### src/rtl/xbar_bank_arb.sv
// -----------------------------------------------------------------------------
// xbar_bank_arb
//
// One bank slice of a 3-channel crossbar. Each channel presents a request with
// a line address; a request belongs to this bank when addr[5:4] == BANK_ID.
// Competing requests are arbitrated round-robin, and the winner is loaded into
// a single-entry output register facing the bank HTU. That register is
// refilled in the same cycle it is drained, so back-to-back requests leave no
// bubble.
//
// Each channel keeps a 3-bit ROB tag pointer, which tags every granted request,
// and an outstanding counter in the range 0..8. A channel stops receiving
// grants once it has 8 requests in flight. The channel's rtn_done pulse
// retires one of them.
//
// Ports
//   clk_i                  single clock, rising edge
//   rst_i                  synchronous active-high reset
//   chN_req_valid_i        channel N request valid            (N = 0..2)
//   chN_req_allowIn_o      channel N granted this cycle (combinational)
//   chN_req_op_i           channel N opcode
//   chN_req_addr_i         channel N line address [31:4]
//   chN_rtn_done_i         retires one outstanding channel N request
//   bank_htu_valid_o       output register holds a request
//   bank_htu_allowIn_i     HTU accepts the output register this cycle
//   bank_htu_ch_id_o       source channel of the held request
//   bank_htu_opcode_o      opcode of the held request
//   bank_htu_addr_o        address of the held request
//   bank_htu_rob_num_o     per-channel ROB tag of the held request
// -----------------------------------------------------------------------------
module xbar_bank_arb #(
    parameter logic [1:0] BANK_ID = 2'd0
) (
    input  logic        clk_i,
    input  logic        rst_i,

    input  logic        ch0_req_valid_i,
    output logic        ch0_req_allowIn_o,
    input  logic [1:0]  ch0_req_op_i,
    input  logic [31:4] ch0_req_addr_i,
    input  logic        ch0_rtn_done_i,

    input  logic        ch1_req_valid_i,
    output logic        ch1_req_allowIn_o,
    input  logic [1:0]  ch1_req_op_i,
    input  logic [31:4] ch1_req_addr_i,
    input  logic        ch1_rtn_done_i,

    input  logic        ch2_req_valid_i,
    output logic        ch2_req_allowIn_o,
    input  logic [1:0]  ch2_req_op_i,
    input  logic [31:4] ch2_req_addr_i,
    input  logic        ch2_rtn_done_i,

    output logic        bank_htu_valid_o,
    input  logic        bank_htu_allowIn_i,
    output logic [1:0]  bank_htu_ch_id_o,
    output logic [1:0]  bank_htu_opcode_o,
    output logic [31:4] bank_htu_addr_o,
    output logic [2:0]  bank_htu_rob_num_o
);

    localparam int NUM_CH = 3;
    localparam logic [3:0] MAX_OUTSTANDING = 4'd8;

    // -------------------------------------------------------------------------
    // Channel inputs gathered into arrays so the per-channel logic below can
    // be generated once.
    // -------------------------------------------------------------------------
    logic        req_valid  [NUM_CH];
    logic [1:0]  req_op     [NUM_CH];
    logic [31:4] req_addr   [NUM_CH];
    logic        rtn_done   [NUM_CH];
    logic        grant_hot  [NUM_CH];

    assign req_valid[0] = ch0_req_valid_i;
    assign req_valid[1] = ch1_req_valid_i;
    assign req_valid[2] = ch2_req_valid_i;

    assign req_op[0]    = ch0_req_op_i;
    assign req_op[1]    = ch1_req_op_i;
    assign req_op[2]    = ch2_req_op_i;

    assign req_addr[0]  = ch0_req_addr_i;
    assign req_addr[1]  = ch1_req_addr_i;
    assign req_addr[2]  = ch2_req_addr_i;

    assign rtn_done[0]  = ch0_rtn_done_i;
    assign rtn_done[1]  = ch1_rtn_done_i;
    assign rtn_done[2]  = ch2_rtn_done_i;

    assign ch0_req_allowIn_o = grant_hot[0];
    assign ch1_req_allowIn_o = grant_hot[1];
    assign ch2_req_allowIn_o = grant_hot[2];

    // -------------------------------------------------------------------------
    // Per-channel state: ROB tag pointer and outstanding counter
    // -------------------------------------------------------------------------
    logic [2:0] rob_ptr_reg     [NUM_CH];
    logic [3:0] outstanding_reg [NUM_CH];
    logic       hit             [NUM_CH];

    genvar gi;
    generate
        for (gi = 0; gi < NUM_CH; gi++) begin : g_ch
            logic inc;
            logic dec;

            // A channel at 8 in flight is not eligible, so the counter can
            // never overflow past 8.
            assign hit[gi] = req_valid[gi]
                           && (req_addr[gi][5:4] == BANK_ID)
                           && (outstanding_reg[gi] < MAX_OUTSTANDING);

            assign inc = grant_hot[gi];
            // A retire pulse with nothing outstanding is dropped.
            assign dec = rtn_done[gi] && (outstanding_reg[gi] != 4'd0);

            always_ff @(posedge clk_i) begin
                if (rst_i) begin
                    rob_ptr_reg[gi]     <= 3'd0;
                    outstanding_reg[gi] <= 4'd0;
                end else begin
                    if (inc) begin
                        rob_ptr_reg[gi] <= rob_ptr_reg[gi] + 3'd1;  // wraps 7 -> 0
                    end
                    // A grant and a retire in the same cycle cancel out.
                    if (inc && !dec) begin
                        outstanding_reg[gi] <= outstanding_reg[gi] + 4'd1;
                    end else if (dec && !inc) begin
                        outstanding_reg[gi] <= outstanding_reg[gi] - 4'd1;
                    end
                end
            end
        end
    endgenerate

    // -------------------------------------------------------------------------
    // Round-robin arbiter
    // -------------------------------------------------------------------------
    logic       out_valid_reg;
    logic [1:0] out_ch_id_reg;
    logic [1:0] out_opcode_reg;
    logic [31:4] out_addr_reg;
    logic [2:0] out_rob_num_reg;

    logic [1:0] last_grant_reg;
    logic       load;
    logic       grant_valid;
    logic [1:0] grant_idx;

    function automatic logic [1:0] next_ch(input logic [1:0] ch);
        return (ch == 2'd2) ? 2'd0 : ch + 2'd1;
    endfunction

    // The output register may take a new entry when it is empty or is being
    // drained this cycle.
    assign load = !out_valid_reg || bank_htu_allowIn_i;

    always_comb begin
        logic [1:0] cand;
        grant_valid = 1'b0;
        grant_idx   = 2'd0;
        cand        = next_ch(last_grant_reg);
        // Search starts just after the last winner. Nothing is granted while
        // reset is asserted.
        for (int k = 0; k < NUM_CH; k++) begin
            if (!grant_valid && !rst_i && load && hit[cand]) begin
                grant_valid = 1'b1;
                grant_idx   = cand;
            end
            cand = next_ch(cand);
        end
    end

    generate
        for (gi = 0; gi < NUM_CH; gi++) begin : g_grant
            assign grant_hot[gi] = grant_valid && (grant_idx == gi[1:0]);
        end
    endgenerate

    always_ff @(posedge clk_i) begin
        if (rst_i) begin
            last_grant_reg <= 2'd2;          // channel 0 gets first priority
        end else if (grant_valid) begin
            last_grant_reg <= grant_idx;
        end
    end

    // -------------------------------------------------------------------------
    // Single-entry output register
    // -------------------------------------------------------------------------
    always_ff @(posedge clk_i) begin
        if (rst_i) begin
            out_valid_reg   <= 1'b0;
            out_ch_id_reg   <= 2'd0;
            out_opcode_reg  <= 2'd0;
            out_addr_reg    <= '0;
            out_rob_num_reg <= 3'd0;
        end else if (grant_valid) begin
            out_valid_reg   <= 1'b1;
            out_ch_id_reg   <= grant_idx;
            out_opcode_reg  <= req_op[grant_idx];
            out_addr_reg    <= req_addr[grant_idx];
            out_rob_num_reg <= rob_ptr_reg[grant_idx];
        end else if (out_valid_reg && bank_htu_allowIn_i) begin
            // Drained with nothing behind it. The fields keep their last
            // values so that only the valid bit changes.
            out_valid_reg   <= 1'b0;
        end
    end

    assign bank_htu_valid_o   = out_valid_reg;
    assign bank_htu_ch_id_o   = out_ch_id_reg;
    assign bank_htu_opcode_o  = out_opcode_reg;
    assign bank_htu_addr_o    = out_addr_reg;
    assign bank_htu_rob_num_o = out_rob_num_reg;

endmodule

### config.mk
export PLATFORM = sky130hd
export DESIGN_NAME = xbar_bank_arb
export DESIGN_NICKNAME = d
export VERILOG_FILES = /design/src/rtl/xbar_bank_arb.sv
export SDC_FILE = /design/constraint.sdc
export NUM_CORES = 1
export LEC_CHECK = 0
export ABC_CLOCK_PERIOD_IN_PS = 2780
export CORE_MARGIN = 2
export CORE_UTILIZATION = 38
export CTS_BUF_LIST = sky130_fd_sc_hd__clkbuf_4 sky130_fd_sc_hd__clkbuf_8
export DETAILED_ROUTE_END_ITERATION = 7
export PLACE_DENSITY = 0.85
export SLEW_MARGIN = 20
export SYNTH_ARGS = -nofsm -noshare
export SYNTH_HDL_FRONTEND = slang
export SYNTH_SLANG_ARGS = --single-unit
### constraint.sdc
create_clock -name clk_i -period 2.78 [get_ports clk_i]
set_input_delay 0.417 -clock clk_i [delete_from_list [all_inputs] [get_ports clk_i]]
set_output_delay 0.417 -clock clk_i [all_outputs]
set_load 0.02 [all_outputs]
# Yosys cells after proc, flatten, opt, wreduce, memory -nomap -nowiden
# Memories as Yosys holds them, arrays and structs flattened. A register that Yosys moved wholly into a read port is not among the register bits.
# Cells that the tools add are included.
# W data, S select, Z words.
[word_totals] ff_bits=35 mem_bits_rw=21 in_bits=99 output_inout_bits=39 wordCells=157 memories=2
[op_classes] addsub=12 n_lt_le_gt_ge=7 n_eq_ne=5 muxes=67 bitwise=13 reduce_logical=46
[memory_table] name="outstanding_reg" depth=3 width=4 read_ports=3 rd_clocked_by_memory_dff=0 wr=3 line_no="100" text="logic [3:0] outstanding_reg [NUM_CH];"
[memory_table] name="rob_ptr_reg" depth=3 width=3 read_ports=4 rd_clocked_by_memory_dff=1 wr=3 line_no="99" text="logic [2:0] rob_ptr_reg [NUM_CH];"
[op_table] operator="$bmux W28 S2" n=1
[op_table] operator="$mux W28" n=2
[op_table] operator="$mux W1" n=43
[op_table] operator="$logic_and A1 B1 Y1" n=27
[op_table] operator="$mux W4" n=6
[op_table] operator="$mux W2" n=8
[op_table] operator="$add A4 B1 Y4 const B" n=3
[op_table] operator="$ge A3 B3 Y1 const B" n=4
[op_table] operator="$lt A4 B4 Y1 const B" n=3
[op_table] operator="$not A2 Y3" n=4
[op_table] operator="$reduce_bool A4 Y1" n=3
[op_table] operator="$sub A4 B1 Y4 const B" n=3
[op_table] operator="$logic_not A1 Y1" n=10
[op_table] operator="$add A3 B1 Y3 const B" n=3
[op_table] operator="$mux W3" n=3
[op_table] operator="$or A1 B1 Y1" n=9
[op_table] operator="$eq A2 B2 Y1 const B" n=4
[op_table] operator="$logic_not A2 Y1" n=4
[op_table] operator="$add A2 B1 Y2 const B" n=3
[op_table] operator="$bmux W1 S2" n=3
[op_table] operator="$bmux W2 S2" n=1
[op_table] operator="$eq A2 B1 Y1 const B" n=1
[op_table] operator="$reduce_bool A2 Y1" n=1
[op_table] operator="$logic_or A1 B1 Y1" n=1

# Depth between registers and ports, before layout
[depth] ltp_word=27 depth_mapped=12 depth_no_buf=11

# Worst setup path before layout
# No wires, ideal clock.
[synth_path] path_type="input port to flip-flop" start="input ch1_req_addr_i[4] (netlist name)" end="memory outstanding_reg[2][3], data pin" setup_ns=0.257 t_arrival_ns=2.558 required_time_ns=2.523 slack_ns=-0.035 cell_stages=11 path_buffers=0 cell_sequence="or4b_4 > o21bai_1 > a211oi_2 > or3_1 > inv_1 > ha_1 > a21o_1 > a21oi_1 > xnor2_1 > nand3_1 > o21ai_1"
[synth_rtl] element="from (decl)" line_no="46" text="input logic [31:4] ch1_req_addr_i,"
[synth_rtl] element="to (decl)" line_no="100"

==> run summary <==
outcome: completed
grt ovf: 0
syn_nets: 384
clock buffer depth: 2
#FFs+latches synth: 58
DRC Markers: 0
drt via density: 5.17
fin crit share: 0.997
P&R area growth vs syn: 65.2%
final hold vios: 0
Worst R2R End: outstanding_reg[2][3]
CP Class: in2reg
Initial DRC Count: 169
Die X: 90.2 µm
worst r2r path cells: 11
VDD IR-drop max: 0.354 mV
met3 Usage GRT: 0.0721
clk sinks: 58
hold path startpoint: bank_htu_addr_o[5]
ant diodes: 0
Syn Inst Count: 275
final setup fails: 0
Detailed Route WL: 8290 µm
R2R setup slack: 90 ps
Rows: 31
Worst-Skew Late Latency: 330 ps
Max transition margin: 0.295
Worst Setup End Kind: flip-flop
delay-heaviest family, CP: simple AND/OR/NAND/NOR gates
CP max stage delay: 610 ps
cells along the critical path: clkdlybuf4s50_1 > or4b_1 > nand2_4 > a211oi_4 > or3_4 > inv_4 > ha_4 > a21o_1 > a21oi_2 > xnor2_2 > nand3_1 > o21ai_1
Max Clock Skew: 5.23 ps
Area after DPL: 4400 µm²
GRT Total Usage: 0.204
Hold EP: bank_htu_addr_o[5]
met1 usage: 0.225
H-tree lvl count: 3
sequential fraction of the synthesis area: 0.486
CTS hold repair buffers: 0
EDFF count, synth: 21
kind of start point of the critical path: input pin
clk slew on worst S/H paths: 60 ps
asr flop ratio synth: 0
slowest CP cell: or4b_1
antenna violations before repair: 0
drt wl/cell: 15.6 µm
Synth Flop Type: dfxtp_1
CP bufs+invs: 2
Die H: 90.2 µm
max FFs per register: 28
Max Cap Viol: 0
Filler Cell Count: 603
max-slew violation count: 0
WP data arrival: 2950 ps
largest net degree at the start of global routing: 40
Hold Crit Class: reg2reg
Mapped Area: 2820 µm²
I/O Buffers: 137
CP required: 2960 ps
vias in the first global route: 2889
root buf cell: clkbuf_8
drt first pass iters: 8
Leakage Power: 1.88 nW
antenna-violating nets left: 0
Cell Pwr Density: 510 nW/µm²
R2R Path Start: outstanding_reg[0][3]
Yosys warnings: 0
first-pass GRT wire length: 13400 µm
Worst-Margin Slew: 1060 ps
fin area: 4660 µm²
fraction of layout cells with a size suffix above 1: 0.143
Synth cell types: 44
GPL Wtd Cong: 0.839
Core Footprint: 7210 µm²
RSZ-0062 raised after global routing: yes
final setup TNS: 0 ps
post-layout min period: 2770 ps
Hold Crit Depth: 1
CTS tree: built
Final nets: 538
DP Wirelength: 6100 µm
I/O Pins: 138
Initial Util: 0.391
total CTS buffers: 9
die area: 8130 µm²
CP Max Fanout: 2
M2 GR Usage: 0.370
f_max: 361 MHz
most crowded layer after global routing: met2
Post-Syn Area per Cell: 10.3 µm²
Via Count: 2753
## through the flow
stage | hold slack [ps] | utilization | setup WS [ps] | instances | power, mW
floorplan | 439 | - | 15.0 | 275 | 1.36
global placement | 442 | 0.610 | -384 | 513 | 1.67
detailed placement | 448 | 0.610 | -496 | 513 | 1.69
CTS | 471 | 0.635 | -76.8 | 529 | 2.37
global route | 486 | 0.646 | -39.6 | 533 | 2.50
finish | 464 | 0.646 | 9.71 | 533 | 2.38
## report_power, final
group / internal [mW] / total, mW / switching (mW)
combinational: 0.364 / 0.648 / 0.284
clock: 0.359 / 0.677 / 0.319
sequential: 0.980 / 1.05 / 0.0705
total: 1.70 / 2.38 / 0.673
## placed cells by master (no fill, tap or decap), types with 3 or more instances in the layout
master           count
a222oi_1            13
clkbuf_8            10
nand2_1             46
nor3_1               5
o22ai_1              3
or2_2                5
xnor2_1              7
xor2_1               6
edfxtp_1            21
dfxtp_1             37
nand2b_1             4
nor2b_1              3
ha_1                 8
inv_1                6
buf_4               23
nand3_1              5
and2_1               7
clkdlybuf4s50_1    132
a21oi_1              5
o21ai_0              3
nor2_1               3
a22oi_1             34
## area by class of cell
class | instances | area [µm²] | share of cell area
inverter | 7 | 28.8 | 0.00617
timing repair buffer | 162 | 1570 | 0.337
multi-input combinational | 191 | 1390 | 0.299
tap | 99 | 124 | 0.0266
sequential | 58 | 1370 | 0.294
clock inverter | 4 | 17.5 | 0.00376
clock buffer | 12 | 153 | 0.0328
## routing by layer
| layer | part of all wire | vias to the layer above |
|---|---|---|
| met1 | 0.39 | 1303 |
| met4 | 0.013 | 0 |
| met3 | 0.068 | 8 |
| met2 | 0.53 | 106 |
| met5 | 0 | - |
| li1 | - | 1336 |
## cells in the mapped netlist (all sizes together), types with 2 or more instances
cell / number / area [µm²]
nor2b: 3 / 18.8
o21ai: 6 / 33.8
or4b: 3 / 37.5
nor2: 3 / 11.3
a21o: 2 / 15.0
nor4: 2 / 12.5
edfxtp: 21 / 631
a222oi: 13 / 130
dfxtp: 37 / 741
a21oi: 7 / 35.0
xnor2: 8 / 70.1
ha: 9 / 113
nand2: 47 / 176
inv: 7 / 26.3
buf: 14 / 91.3
or2: 6 / 37.5
nand2b: 4 / 25.0
xor2: 6 / 52.6
a22oi: 34 / 255
nand3b: 2 / 15.0
and2: 7 / 43.8
nor3: 6 / 35.0
clkbuf: 5 / 18.8
a211oi: 3 / 32.5
nand3: 5 / 25.0
or3: 3 / 18.8
o22ai: 4 / 38.8
## how the worst max path moves through the flow
stage / start / endpoint / slack, ps / cells after the start
after detailed placement: ch1_req_addr_i[5] / outstanding_reg[2][3] / -500 / 12
after global routing: ch1_req_valid_i / outstanding_reg[2][2] / -40 / 10
after CTS: ch1_req_addr_i[5] / outstanding_reg[2][3] / -80 / 12
after global placement: ch1_req_addr_i[5] / outstanding_reg[2][3] / -380 / 12
after floorplan: ch1_req_addr_i[5] / outstanding_reg[2][3] / 10 / 11
final: ch0_req_addr_i[4] / outstanding_reg[2][3] / 10 / 12
## what timing repair did
| item | 4_1_cts | 5_1_grt |
|---|---|---|
| setup endpoints to repair | 5 | 3 |
| gates cloned | 0 | 0 |
| setup buffers | 0 | 4 |
| hold endpoints to repair | 0 | 0 |
| gates resized for setup | 8 | 11 |
| pin swaps | 0 | 9 |
## worst reg2reg max path, cell delays in order (launching register included)
cell	delay [ps]
edfxtp_1	380
or4b_1	640
nand2_4	130
a211oi_4	60
or3_4	390
inv_4	70
ha_4	180
a21o_1	190
a21oi_2	180
xnor2_2	140
nand3_1	90
o21ai_1	110
## cells by family (layout without fill, tap and decap cells)
logic type / count (synthesis) / count (layout) / share of synthesized area
simple gates: 93 / 93 / 0.168
xor+xnor: 14 / 14 / 0.0435
flops: 58 / 58 / 0.486
compound gates: 74 / 74 / 0.207
fa+ha+maj: 10 / 10 / 0.0470
buf+inv: 26 / 185 / 0.0483
Note: power is estimated with default switching activity, not from simulation.
==> variant 1 (config.mk and constraints unchanged) <==
Put a register stage on the output `ch1_req_allowIn_o`, with the module's reset. The value now appears one clock later. The other outputs are not delayed to match.
--- a/src/rtl/xbar_bank_arb.sv
+++ b/src/rtl/xbar_bank_arb.sv
@@ -92,3 +92,9 @@
     assign ch0_req_allowIn_o = grant_hot[0];
-    assign ch1_req_allowIn_o = grant_hot[1];
+    always_ff @(posedge clk_i) begin
+        if (rst_i) begin
+            ch1_req_allowIn_o <= '0;
+        end else begin
+            ch1_req_allowIn_o <= grant_hot[1];
+        end
+    end
     assign ch2_req_allowIn_o = grant_hot[2];
Function: changed (Yosys sat finds a counterexample within 4 cycles, from zero or initial values and one cycle with rst_i high).
==> variant 1 against the unedited design <==
- clock skew increased by 0.0024 ns
- core utilization up 0.20 points
- synthesized cell count up 0.36%
- largest cell class unchanged
- design area grew 1.4%
- non-clock buffer count down 1
- wire length increased by 4.6%
- power is 6.4% higher
- final cell count increased by 0.19%
- synthesized area grew 2.4%
- sequential cell count up 1
- count of clock-buffer cells in the layout shrank 2
- setup slack better by 0.043 ns
- critical endpoint unchanged
==> variant 1: results (changes against the unedited design) <==
Routing
  • First-pass iteration count of the detailed router: 5 (-3)
  • WL final: 8680 um (+4.6%)
  • # DRC: 0 (unchanged)
  • DR iter-0 viols: 227 (+34%)
  • Vias/cell: 5.28 (+2.3%)

Layout
  • Layout cell share with drive strength beyond 1: 14.7% (+0.43 points)
  • Reg area: 0.00139 mm^2 (+1.5%)
  • Seq cells: 59 (+1.7%)
  • #MultiIn Comb: 191 (unchanged)
  • Fin nets: 539 (+0.19%)
  • Final std cells w/o fill: 534 (+0.19%)
  • Layout clock area frac: 4.24% (+0.59 points)
  • Buffers, non-clock: 161 (-0.62%)
  • Fillers: 596 (-1.2%)
  • Non-clock buffering overhead: 33.2% (-0.54 points)
  • Multi-input combinational area share: 29.8% (-0.094 points)
  • Diodes inserted: 0 (unchanged)
  • Count of non-CTS inverters in the layout: 8 (+1)
  • Clkbuf count: 10 (-2)

Clock tree
  • Reg clk slew, reported paths: around 0.070 ns
  • Deepest clock path buffer count: 2 (unchanged)
  • CTS H-Tree Depth: 3 (unchanged)
  • Cells resized by post-CTS repair: 6 (-2)
  • Clk Latency, worst-skew pair: 0.33 ns (about the same)
  • Post-CTS Setup Bufs: 1 (+1)
  • Root buf cell: clkbuf_8

Pwr
  • Max rail drop VDD: 0.000252 V (-29%)
  • Combinational power: 0.000658 W (+2%)
  • Sw Share: 28.8% (+0.50 points)
  • Clk pwr: 0.000801 W (+18%)
  • P_leak: 1.90 nW (+0.62%)

Logic synthesis
  • Asr flop ratio synth: 0% (unchanged)
  • Synth Area in Adders: 4.59% (-0.11 points)
  • Synth top area cells: dfxtp_1 (26%), edfxtp_1 (22%), a22oi_1 (7.8%)
  • Xor and xnor area share after synthesis: 4.24% (-0.10 points)
  • Most used flip-flop cell after synthesis: dfxtp_1
  • Synth cell types: 46 (+4.5%)
  • Post-synth top cells: nand2_1 (48), dfxtp_1 (38), a22oi_1 (30)
  • Number of enable flip-flop cells after synthesis: 21 (unchanged)
  • Compound-gate portion of the synthesized area: 19.3% (-1.4 points)
  • Syn avg cell area: 10.5 um^2 (+2.1%)
  • Seq/Total Area, Yosys: 48.1% (-0.46 points)
  • Post-synthesis mux area share: 0.346% (+0.35 points)
  • Syn_nets: 385 (+0.26%)

Critical path
  • Reg2reg start: outstanding_reg[1][3]
  • Critical path origin: ch0_req_addr_i[4]
  • Crit path max fanout: 2 (unchanged)
  • Critical path arrival: 2.90 ns (-0.05 ns)

GRT
  • First-pass GRT wire length: 13900 um (+4.0%)
  • All-layer global routing usage: 20.9% (+0.52 points)
  • Vias in the first global route: 2897 (+0.28%)

Placement
  • Detailed placement HPWL: 6410 um (+5.2%)
  • Routability-driven placement congestion ratio: 0.796 (-5.2%)
  • Placed Area: 0.00448 mm^2 (+1.8%)
  • Placed cells: 516 (+0.58%)

Worst hold path
  • Hold_sp: bank_htu_addr_o[4]

STA
  • Max_slew headroom: 51.1% (+22 points)
  • Final Skew: 0.00766 ns (+0.00243 ns)

Outcome
  • Outcome: finished clean
## variant 1: worst paths after layout
kind,depth (start not counted),slack [ns],endpoint
worst max-delay path,12,0.05,outstanding_reg[2][3]
worst min-delay path,1,0.47,bank_htu_addr_o[4]
worst max register to register,11,0.08,outstanding_reg[2][3]
worst min register to register,1,0.47,bank_htu_addr_o[4]
## variant 1: logic make-up (layout without fill, tap and decap cells)
| group | count (synthesis) | after routing |
|---|---|---|
| adders and majority gates | 10 | 10 |
| AOI/OAI and AO/OA | 70 | 70 |
| and+or+nand+nor | 96 | 96 |
| xor gates and xnor gates | 14 | 14 |
| buffers and inverters | 26 | 185 |
| muxes | 1 | 1 |
| DFF | 59 | 59 |
## variant 1: critical path, cell delays in order
cell	delay, ns
clkdlybuf4s50_1	0.40
or4b_4	0.53
nand2_2	0.12
a211oi_4	0.07
or3_4	0.41
inv_4	0.07
ha_4	0.18
a21o_1	0.19
a21oi_2	0.17
xnor2_2	0.14
nand3_1	0.09
o21ai_1	0.11
## variant 1: routing by layer
metal  GRT usage, %  part of all wire, %
met3           5.48                  6.9
met5              0                    0
met4           7.45                  1.9
met1           23.7                   38
met2           37.7                   53
## variant 1: per-stage QoR
step / power (W) / hold slack (ns) / util (%) / setup WS (ns) / setup TNS [ns]
2_1_floorplan: 0.00139 / 0.439 / - / 0.00650 / 0
3_3_place_gp: 0.00169 / 0.444 / 61.3 / -0.360 / -2.23
3_5_place_dp: 0.00173 / 0.452 / 61.4 / -0.486 / -2.60
4_1_cts: 0.00253 / 0.470 / 64.3 / 0.00460 / 0
5_1_grt: 0.00265 / 0.505 / 64.8 / -0.0372 / -0.0372
6_report: 0.00253 / 0.471 / 64.8 / 0.0524 / 0
==> variant 2 (config.mk and constraints unchanged) <==
Made on the original files. The localparam `MAX_OUTSTANDING` goes from 4'd8 to 4'd4.
--- a/src/rtl/xbar_bank_arb.sv
+++ b/src/rtl/xbar_bank_arb.sv
@@ -63,3 +63,3 @@
     localparam int NUM_CH = 3;
-    localparam logic [3:0] MAX_OUTSTANDING = 4'd8;
+    localparam logic [3:0] MAX_OUTSTANDING = 4'd4;
 
Behaviour: not the same (a bounded check fails within 10 cycles, from zero or initial values and one cycle with rst_i high).
==> variant 2 against the unedited design <==
- sequential cell count unchanged
- highest routed layer unchanged
- clock power increased by 31%
- first-iteration DRC count decreased by 15%
- combinational power increased by 18%
- synthesized area increased by 11%
- register-to-register slack got worse by 0.03 ns
- fmax increased by 1.7%
- setup slack improved by 0.047 ns
- design area increased by 8.7%
- wire length increased by 11%
- final cell count increased by 4.3%
- power increased by 14%
- largest cell class is now multi-input gates
==> variant 2: results (changes against the unedited design) <==
Placement
  • Detailed placement HPWL: 6620 um (+8.6%)
  • Routability-driven placement congestion ratio: 0.822 (-2.1%)
  • DP Worst Slack: -0.481 ns (+0.0148 ns)

Routing
  • DR WL/cell: 16.6 um (+6.7%)
  • DR iter-0 viols: 143 (-15%)
  • WL final: 9230 um (+11%)
  • Via count of the routed design: 2934 (+6.6%)

Pwr
  • Pwr/cell area: 534 mW/mm^2 (+4.8%)
  • Combinational power: 0.000763 W (+18%)
  • Sw Pwr: 0.000772 W (+15%)

STA
  • Max_slew headroom: 59.2% (+30 points)
  • Final Cycle Share: 98.0% (-1.7 points)
  • Final Skew: 0.0166 ns (+0.0114 ns)
  • Worst hold margin: 0.494 ns (+0.0300 ns)

Layout
  • Fillers: 648 (+7.5%)
  • Layout cell share with drive strength beyond 1: 21.1% (+6.8 points)

Critical path
  • Crit path max fanout: 3 (+1)
  • R2R Setup Slk: 0.06 ns (-0.03 ns)
  • Worst reg2reg path depth: 10 (-1)
  • Reg2reg start: outstanding_reg[1][3]
  • Slowest cell delay on critical path: 0.52 ns (-0.09 ns)

GRT
  • First-pass GRT wire length: 14600 um (+8.6%)
  • M3 GR Usage: 5.83% (-1.4 points)
  • Vias in the first global route: 3010 (+4.2%)
  • Met1 usage in global routing: 24.4% (+1.9 points)
  • Largest net degree at the start of global routing: 39 (-2.5%)

Outcome
  • Outcome: finished clean

Logic synthesis
  • Xor and xnor area share after synthesis: 2.81% (-1.5 points)
  • Synth cell types: 52 (+18%)
  • Synth top area cells: dfxtp_1 (24%), edfxtp_1 (20%), a221o_1 (9.0%)
  • Post-Syn Instances: 288 (+4.7%)
  • Post-synthesis mux area share: 12.0% (+12 points)
  • Seq/Total Area, Yosys: 44.0% (-4.6 points)
  • Synth Area in Adders: 4.25% (-0.45 points)
  • Synth top area share: 23.8% (-2.5 points)
## variant 2: final cells by class
| class | instances | share of cell area, % |
|---|---|---|
| inverter | 17 | 1.26 |
| clock buffer | 9 | 2.44 |
| sequential | 58 | 27.1 |
| multi-input combinational | 194 | 32.9 |
| timing repair buffer | 166 | 31.7 |
| clock inverter | 7 | 2.05 |
| tap | 105 | 2.59 |
## variant 2: worst register-to-register path: stages (launching register included)
cell,delay (ns)
edfxtp_1,0.42
or4_4,0.52
or2_4,0.26
o2bb2ai_4,0.12
a211o_1,0.28
inv_2,0.09
ha_4,0.19
a21o_1,0.18
a21oi_2,0.18
xnor2_2,0.14
mux2i_1,0.20
## variant 2: final timing paths
kind,end
max reg2reg,outstanding_reg[2][3]
max,outstanding_reg[2][3]
min,bank_htu_addr_o[5]
min reg2reg,bank_htu_addr_o[5]
## variant 2: what timing repair did
action	in CTS	in global routing
buffers inserted	4	0
hold buffers	0	0
setup endpoints to repair	4	4
gates resized for setup	15	3
pin swaps	7	2
